<file path="src/rtl/i2s_mixer.sv">
// N-channel stereo mixer (serial multiply-accumulate) feeding a 64-slot I2S transmitter.
// Define SATURATE_EN to clamp the mixed words; otherwise they wrap to OW bits.
module i2s_mixer #(
  parameter int CHANNELS = 4,
  parameter int IW       = 16,
  parameter int OW       = 16,
  parameter int DIV      = 2
) (
  input  logic                   clock,
  input  logic                   reset,
  input  logic [CHANNELS*IW-1:0] chl,
  input  logic [CHANNELS*IW-1:0] chr,
  input  logic [CHANNELS-1:0]    uns,
  input  logic [CHANNELS*4-1:0]  vol,
  output logic                   sample,
  output logic [2:0]             i2s
);

  localparam int CLG = $clog2(CHANNELS);
  localparam int AW  = IW + 4 + CLG;
  localparam int EW  = AW + 32;
  localparam int SH  = (IW > OW) ? (4 + IW - OW) : 4;
  localparam int PW  = (DIV > 1) ? $clog2(DIV) : 1;
  localparam int KW  = (CHANNELS > 1) ? $clog2(CHANNELS) : 1;

  localparam logic [PW-1:0] PRE_MAX = PW'(DIV - 1);
  localparam logic [KW-1:0] K_LAST  = KW'(CHANNELS - 1);
  localparam logic [5:0]    OW6     = 6'(OW);

  typedef enum logic [1:0] {S_IDLE, S_ACC, S_SCALE} state_t;

  logic [PW-1:0] r_pre;
  logic          r_sck;
  logic          r_ws;
  logic          r_sd;
  logic [5:0]    r_bit;
  logic          r_slot0;

  logic [CHANNELS*IW-1:0] r_chl;
  logic [CHANNELS*IW-1:0] r_chr;
  logic [CHANNELS-1:0]    r_uns;
  logic [CHANNELS*4-1:0]  r_vol;
  logic [KW-1:0]          r_k;
  logic signed [AW-1:0]   r_acc_l;
  logic signed [AW-1:0]   r_acc_r;
  logic [OW-1:0]          r_pend_l;
  logic [OW-1:0]          r_pend_r;
  logic [OW-1:0]          r_out_l;
  logic [OW-1:0]          r_out_r;
  state_t                 r_state;

  state_t               w_state_nxt;
  logic                 w_acc_en;
  logic                 w_scale_en;
  logic                 w_tick;
  logic                 w_fall;
  logic                 w_cap;
  logic [5:0]           w_bit_nxt;
  logic [5:0]           w_n;
  logic [OW-1:0]        w_word;
  logic [OW-1:0]        w_mask;
  logic                 w_in_rng;
  logic                 w_sd_nxt;
  logic [IW-1:0]        w_msb;
  logic [IW-1:0]        w_l_s;
  logic [IW-1:0]        w_r_s;
  logic [3:0]           w_vk;
  logic signed [AW-1:0] w_lx;
  logic signed [AW-1:0] w_rx;
  logic signed [AW-1:0] w_vx;
  logic signed [AW-1:0] w_prod_l;
  logic signed [AW-1:0] w_prod_r;
  logic signed [EW-1:0] w_al_l;
  logic signed [EW-1:0] w_al_r;

  // Slot 0 is entered out of reset and on every 63->0 wrap; inputs are taken at the end of that cycle.
  assign w_tick    = (r_pre == PRE_MAX);
  assign w_fall    = w_tick & r_sck;
  assign w_cap     = r_slot0 & ~reset;
  assign sample    = w_cap;
  assign i2s       = {r_sck, r_ws, r_sd};

  assign w_bit_nxt = r_bit + 6'd1;
  assign w_n       = {1'b0, w_bit_nxt[4:0]};
  assign w_word    = w_bit_nxt[5] ? r_out_r : r_out_l;
  assign w_in_rng  = (w_n != 6'd0) && (w_n <= OW6);
  assign w_mask    = OW'(1) << (OW6 - w_n);
  assign w_sd_nxt  = w_in_rng & (|(w_word & w_mask));

  always_ff @(posedge clock) begin
    if (reset) begin
      r_pre   <= '0;
      r_sck   <= 1'b0;
      r_ws    <= 1'b0;
      r_sd    <= 1'b0;
      r_bit   <= 6'd0;
      r_slot0 <= 1'b1;
    end else begin
      r_slot0 <= w_fall && (r_bit == 6'd63);
      if (w_tick) begin
        r_pre <= '0;
        r_sck <= ~r_sck;
      end else begin
        r_pre <= r_pre + 1'b1;
      end
      if (w_fall) begin
        r_bit <= w_bit_nxt;
        r_ws  <= w_bit_nxt[5];
        r_sd  <= w_sd_nxt;
      end
    end
  end

  always_ff @(posedge clock) begin
    if (reset) r_state <= S_IDLE;
    else       r_state <= w_state_nxt;
  end

  always_comb begin
    w_state_nxt = r_state;
    if (w_cap) begin
      w_state_nxt = S_ACC;
    end else begin
      case (r_state)
        S_ACC:   if (r_k == K_LAST) w_state_nxt = S_SCALE;
        S_SCALE: w_state_nxt = S_IDLE;
        default: w_state_nxt = S_IDLE;
      endcase
    end
  end

  always_comb begin
    w_acc_en   = 1'b0;
    w_scale_en = 1'b0;
    case (r_state)
      S_ACC:   w_acc_en   = 1'b1;
      S_SCALE: w_scale_en = 1'b1;
      default: ;
    endcase
  end

  // Offset-binary becomes two's complement by flipping the MSB; volume is an unsigned multiplier.
  assign w_msb    = {1'b1, {(IW-1){1'b0}}};
  assign w_vk     = r_vol[r_k*4 +: 4];
  assign w_l_s    = r_chl[r_k*IW +: IW] ^ (r_uns[r_k] ? w_msb : '0);
  assign w_r_s    = r_chr[r_k*IW +: IW] ^ (r_uns[r_k] ? w_msb : '0);
  assign w_lx     = AW'($signed(w_l_s));
  assign w_rx     = AW'($signed(w_r_s));
  assign w_vx     = AW'({1'b0, w_vk});
  assign w_prod_l = w_lx * w_vx;
  assign w_prod_r = w_rx * w_vx;

  assign w_al_l   = EW'(r_acc_l) >>> SH;
  assign w_al_r   = EW'(r_acc_r) >>> SH;

`ifdef SATURATE_EN
  localparam logic signed [EW-1:0] SMAX = {{(EW-OW+1){1'b0}}, {(OW-1){1'b1}}};
  localparam logic signed [EW-1:0] SMIN = {{(EW-OW+1){1'b1}}, {(OW-1){1'b0}}};

  function automatic logic [OW-1:0] limit(input logic signed [EW-1:0] v);
    if (v > SMAX)      return SMAX[OW-1:0];
    else if (v < SMIN) return SMIN[OW-1:0];
    else               return OW'(v);
  endfunction
`else
  function automatic logic [OW-1:0] limit(input logic signed [EW-1:0] v);
    return OW'(v);
  endfunction
`endif

  always_ff @(posedge clock) begin
    if (reset) begin
      r_chl    <= '0;
      r_chr    <= '0;
      r_uns    <= '0;
      r_vol    <= '0;
      r_k      <= '0;
      r_acc_l  <= '0;
      r_acc_r  <= '0;
      r_pend_l <= '0;
      r_pend_r <= '0;
      r_out_l  <= '0;
      r_out_r  <= '0;
    end else if (w_cap) begin
      r_chl   <= chl;
      r_chr   <= chr;
      r_uns   <= uns;
      r_vol   <= vol;
      r_out_l <= r_pend_l;
      r_out_r <= r_pend_r;
      r_acc_l <= '0;
      r_acc_r <= '0;
      r_k     <= '0;
    end else begin
      if (w_acc_en) begin
        r_acc_l <= r_acc_l + w_prod_l;
        r_acc_r <= r_acc_r + w_prod_r;
        r_k     <= r_k + 1'b1;
      end
      if (w_scale_en) begin
        r_pend_l <= limit(w_al_l);
        r_pend_r <= limit(w_al_r);
      end
    end
  end

endmodule

</file>
<file path="config.mk">
export PLATFORM = sky130hd
export DESIGN_NAME = i2s_mixer
export DESIGN_NICKNAME = d
export VERILOG_FILES = /design/src/rtl/i2s_mixer.sv
export SDC_FILE = /design/constraint.sdc
export NUM_CORES = 1
export LEC_CHECK = 0
export CAP_MARGIN = 20
export CORE_UTILIZATION = 55
export DETAILED_ROUTE_END_ITERATION = 7
export PLACE_DENSITY = 0.77
export SLEW_MARGIN = 20
export SYNTH_ARGS = -nofsm -noshare
export SYNTH_HDL_FRONTEND = slang
export SYNTH_SLANG_ARGS = --single-unit
</file>
<file path="constraint.sdc">
create_clock -name clock -period 12.87 [get_ports clock]
set_input_delay 1.9305 -clock clock [delete_from_list [all_inputs] [get_ports clock]]
set_output_delay 1.9305 -clock clock [all_outputs]
set_load 0.005 [all_outputs]
</file>
Yosys cells after proc, flatten, opt, wreduce, memory -nomap -nowiden
Cells that the tools add are included.
{"block": "word_totals", "ff_bits": 271, "input_bits": 150, "out_inout_bits": 4, "wordCells": 65}
{"block": "op_classes", "n_addsub": 6, "n_mul": 2, "order_cmp": 2, "n_eq_ne": 5, "n_shift": 4, "mux": 9, "bitwise": 10, "reduce_logical": 8}
{"operator": "$shiftx A64 B7 Y16", "count": 2}
{"operator": "$add A22 B21 Y22", "count": 2}
{"operator": "$mul A16 B5 Y21", "count": 2}
{"operator": "$mux W16", "count": 2}
{"operator": "$xor A16 B16 Y16", "count": 2}
{"operator": "$and A16 B16 Y16", "count": 1}
{"operator": "$reduce_or A16 Y1", "count": 1}
{"operator": "$shiftx A16 B5 Y4", "count": 1}
{"operator": "$shl A1 B6 Y16 const A", "count": 1}
{"operator": "$add A6 B1 Y6 const B", "count": 1}
{"operator": "$eq A6 B6 Y1 const B", "count": 1}
{"operator": "$mux W1", "count": 6}
{"operator": "$reduce_bool A6 Y1", "count": 1}
{"operator": "$sub A5 B5 Y6 const A", "count": 1}
{"operator": "$le A5 B5 Y1 const B", "count": 1}
{"operator": "$eq A2 B2 Y1 const B", "count": 2}
{"operator": "$not A1 Y1", "count": 4}
{"operator": "$reduce_or A2 Y1", "count": 2}
{"operator": "$and A1 B1 Y1", "count": 3}
{"operator": "$lt A2 B3 Y1 const B", "count": 1}
{"operator": "$ne A3 B3 Y1 const B", "count": 1}
{"operator": "$reduce_or A3 Y1", "count": 1}
{"operator": "$add A2 B1 Y2 const B", "count": 1}
{"operator": "$bmux W1 S2", "count": 1}
{"operator": "other kinds (4)", "count": 5}

Depth between registers and ports, before layout
{"block": "depth", "depth_word": 6, "depth_mapped": 19, "mapped_depth_nobuf": 16}

Least setup slack after synthesis
OpenSTA, ideal clock, no wires.
{"block": "synth_timing", "path_kind": "register -> register", "from": "register r_k[0]", "to": "register r_acc_r[15]", "setup_ns": 0.128, "arrival_time_ns": 4.731, "required_ns": 12.742, "slack_ns": 8.011, "stages_incl_launch_ff": 18, "path_buffers": 2, "period_less_slack_ns": 4.859, "path_cell_list": "dfxtp_1 buf_2 buf_2 mux4_2 and2_1 fa_1 inv_1 fa_1 fa_1 inv_1 ha_1 o21ai_0 o21bai_1 a21oi_1 o21ai_0 a221oi_1 xor2_1 o21ai_0"}
{"block": "synth_via", "elab_chain_len": 6, "word_cells_on_any_way": 8, "cone_classes": "add/sub (1); mul (1); shift (2); mux (3); bitwise (1)"}
{"element": "start: declaration", "line_no": "43", "source": "logic [KW-1:0] r_k;"}
{"element": "start signal: assignment", "line_no": "198", "source": "r_k <= r_k + 1'b1;"}
{"element": "branches (longest 4 deep; another with $shiftx A64 B7 Y16)"}
{"element": "$mul A16 B5 Y21 *", "line_no": "151", "source": "assign w_prod_r = w_rx * w_vx;"}
{"element": "$add A22 B21 Y22 *", "line_no": "197", "source": "r_acc_r <= r_acc_r + w_prod_r;"}
{"element": "end signal: assignment", "line_no": "197"}
{"element": "end: declaration", "line_no": "45", "source": "logic signed [AW-1:0] r_acc_r;"}
Mark *: on every way between the ends. The select of a mux whose other input is x is not followed.
A chain may end at the register's enable or synchronous reset.

Worst setup path after layout
Ends and elaborated chain as after synthesis.

==> results.toml <==
[floorplan]
rows = 62
fp.dieArea_mm2 = 0.0301
ios = 154
start_util_pct = 56.2
die_h_um = 173
die_w_um = 173
core_mm2 = 0.0288

[timing]
worst_slack_ns = 7.23
finalHoldViolations = 0
maxSlewViolCount = 0
max_freq_mhz = 177
rsz0062_at_grt = "no"
timing.final.crit_share_pct = 43.8
setup_viol = 0
max-slew-margin-rel_pct = 27.6
clock_skew_ns = 0.00975
setup_tns_ns = 0
tightest_slew_ns = 1.09
post-route-min-period_ns = 5.64

[place]
dpl.hpwl_um = 26400
dp_cells = 2161
placed_area_mm2 = 0.0179
port-buffer-count = 153
post-place-ws_ns = 7.29
gp_congestion = 0.893

[route]
ant_nets = 0
wl_um = 35800
drt_iter0_markers = 651
first_pass_iters = 5
via_count = 11900
vias_per_cell = 5.37
route.detailed.drc = 0
wire_per_inst_um = 16.2

[finish]
areaGrowthSynthToFinish_pct = 16.1
final_util_pct = 65.2
final_cells = 2210
final.fill_count = 2269
drive_above_1_share_pct = 6.30
fin_nets = 2136
diodes = 0
fin_area_mm2 = 0.0188

[synthesis]
synth-edff-count = 0
ys_ff_latch = 266
synthArstFlopShare_pct = 0
avgSynthCellArea_um2 = 9.47
synth-seq-area-share_pct = 32.9
yosys_most_used_dff = "dfxtp_1"
synth_top_area_share_pct = 32.9
ys_types = 61
synth_common_cells = "dfxtp_1 (266), nor2_1 (207), mux2i_1 (191)"
syn_area_mm2 = 0.0162
synth_nets = 2038
synth_area_leaders = "dfxtp_1 (33%), fa_1 (12%), mux2i_1 (12%)"
synth_largest_area_cell = "dfxtp_1"
synth_warnings = 0
synth_cells = 1708
yosysMostFrequentCell = "dfxtp_1"

[hold_path]
hold_end = "r_pend_r[7]"
min_from = "r_pend_r[7]"
hold_path_depth = 2
hold_path_class = "reg2reg"

[setup_path]
r2r_cells = 16
path_class = "reg2reg"
reg2reg_from = "r_k[0]"
crit_chain = "buf_4 -> mux4_2 -> and2_1 -> fa_1 -> inv_1 -> fa_1 -> fa_1 -> inv_1 -> ha_1 -> o21ai_0 -> o21bai_1 -> a21oi_1 -> o21ai_0 -> a221oi_1 -> xor2_1 -> o21ai_0"
crit_path_max_fanout = 39
critPathSlowestCell = "mux4_2"
reg2reg_slack_ns = 7.23
cp-end-kind = "flip-flop"
r2r-end = "r_acc_r[15]"
critPathLaunchType = "flip-flop"
slowest_delay_ns = 0.89
worstPathRequired_ns = 13.27
arrival_ns = 6.04

[power_and_ir_drop]
power_frac_comb_pct = 14.9
switching_share_pct = 25.7
power.density_mw_per_mm2 = 105
power_frac_seq_pct = 44.8
internal_power_mw = 1.46
leakage_nw = 8.44
p_clk_share_pct = 40.2
p_sw_mw = 0.504
ir_drop_v = 0.000107

[global_routing]
grt_usage_pct = 24.2
grt.overflow.total = 0
grt_pass1_vias = 12000
grt_max_degree = 81
grt_pass1_wl_um = 59800
antenna_found_initial = 0

[clock_network]
cts_setup_buffers = 0
cts-root-buf = "clkbuf_16"
cts_tree = "built"
clock_latency_ns = 0.54
htreeDepth = 1
hold_buffers = 0
cts.sinks = 266
cts_resized = 0
cts_buffers = 27
cts_max_path_buffers = 3
clkTransAtPathRegs_ns = 0.06

[status]
status = "finished clean"

[flow_run]
drv_cap = 0
[worst max-delay path, delay by kind of cell (launching register included)]
| kind | cells | cell delay, ns |
|---|---|---|
| fa+ha+maj | 4 | 1.81 |
| simple gates | 1 | 0.27 |
| flops | 1 | 0.31 |
| mux | 1 | 0.89 |
| xor+xnor | 1 | 0.16 |
| buf+inv | 3 | 0.70 |
| compound gates | 6 | 1.32 |
[per-stage QoR]
| stage | power (mW) | hold slack, ns |
|---|---|---|
| 2_1_floorplan | 1.09 | 0.433 |
| 3_3_place_gp | 1.18 | 0.442 |
| 3_5_place_dp | 1.19 | 0.449 |
| 4_1_cts | 1.98 | 0.457 |
| 5_1_grt | 2.05 | 0.481 |
| 6_report | 1.96 | 0.456 |
[layout make-up]
class	instances	area [um2]	area share (%)
clock inverter	13	131	0.700
sequential	266	5330	28.4
timing repair buffer	162	1600	8.53
clock buffer	36	769	4.10
inverter	182	683	3.64
multi-input combinational	1167	9770	52.1
tap	384	480	2.56
[cells by family (layout without fill, tap and decap cells)]
family                     Yosys count  count (layout)  share of synthesized area (%)
xor gates and xnor gates            48              48                           2.76
adders and majority gates          180             180                           18.6
muxes                              234             234                           17.7
and+or+nand+nor                    527             527                           14.7
DFF                                266             266                           32.9
AOI/OAI and AO/OA                  178             178                           6.62
buffers and inverters              275             393                           6.71
[layout by cell type (no fill, tap or decap), types with 5 or more instances in the layout]
cell	netlist	layout
nor2_1	207	206
ha_1	80	80
nand3_1	10	10
a211oi_1	8	8
fa_1	100	100
a21oi_1	79	79
a21o_1	14	14
inv_1	182	182
mux4_2	40	40
or3_1	6	6
xnor2_1	32	32
clkdlybuf4s50_1	0	152
nor3_1	7	7
clkbuf_8	1	6
xor2_1	14	14
mux2i_1	191	191
and2_1	108	108
clkbuf_16	0	27
o21ai_0	34	34
clkinv_2	0	6
nand2b_1	5	5
buf_4	4	9
dfxtp_1	266	263
nand2_1	160	160
a31oi_1	7	7
[state kept, by name, indices dropped and copies added, names as in the netlist, 5 cells and up]
signal,cells
r_acc_r,20
r_out_r,16
r_out_l,16
r_pend_r,16
r_chr,64
r_bit,5
r_vol,16
r_acc_l,20
r_pend_l,16
r_chl,64
[power groups by stage]
stage	logic, mW	registers (mW)	clock network (mW)
6_report	0.294	0.881	0.790
5_1_grt	0.327	0.884	0.839
3_5_place_dp	0.292	0.898	0
2_1_floorplan	0.202	0.886	0
4_1_cts	0.295	0.880	0.803
3_3_place_gp	0.283	0.897	0
[worst max-delay path by stage]
| stage | startpoint | end | slack, ns | cells past startpoint |
|---|---|---|---|---|
| final | r_k[0] | r_acc_r[15] | 7.23 | 16 |
| after global routing | r_k[0] | r_acc_r[15] | 6.78 | 16 |
| after CTS | r_k[0] | r_acc_r[15] | 7.27 | 16 |
| after detailed placement | r_k[0] | r_acc_r[15] | 7.29 | 16 |
| after global placement | r_k[0] | r_acc_r[15] | 7.38 | 16 |
| after floorplan | r_k[0] | r_acc_r[15] | 8.01 | 17 |
[routing by layer]
metal	vias to the layer above	routed length, um	GRT usage (%)
met3	54	2200	5.09
met2	277	16500	40.5
met5	-	0	0
met1	5730	16500	32.5
met4	0	535	4.79
li1	5805	-	-
(Power assumes the default switching activity.)
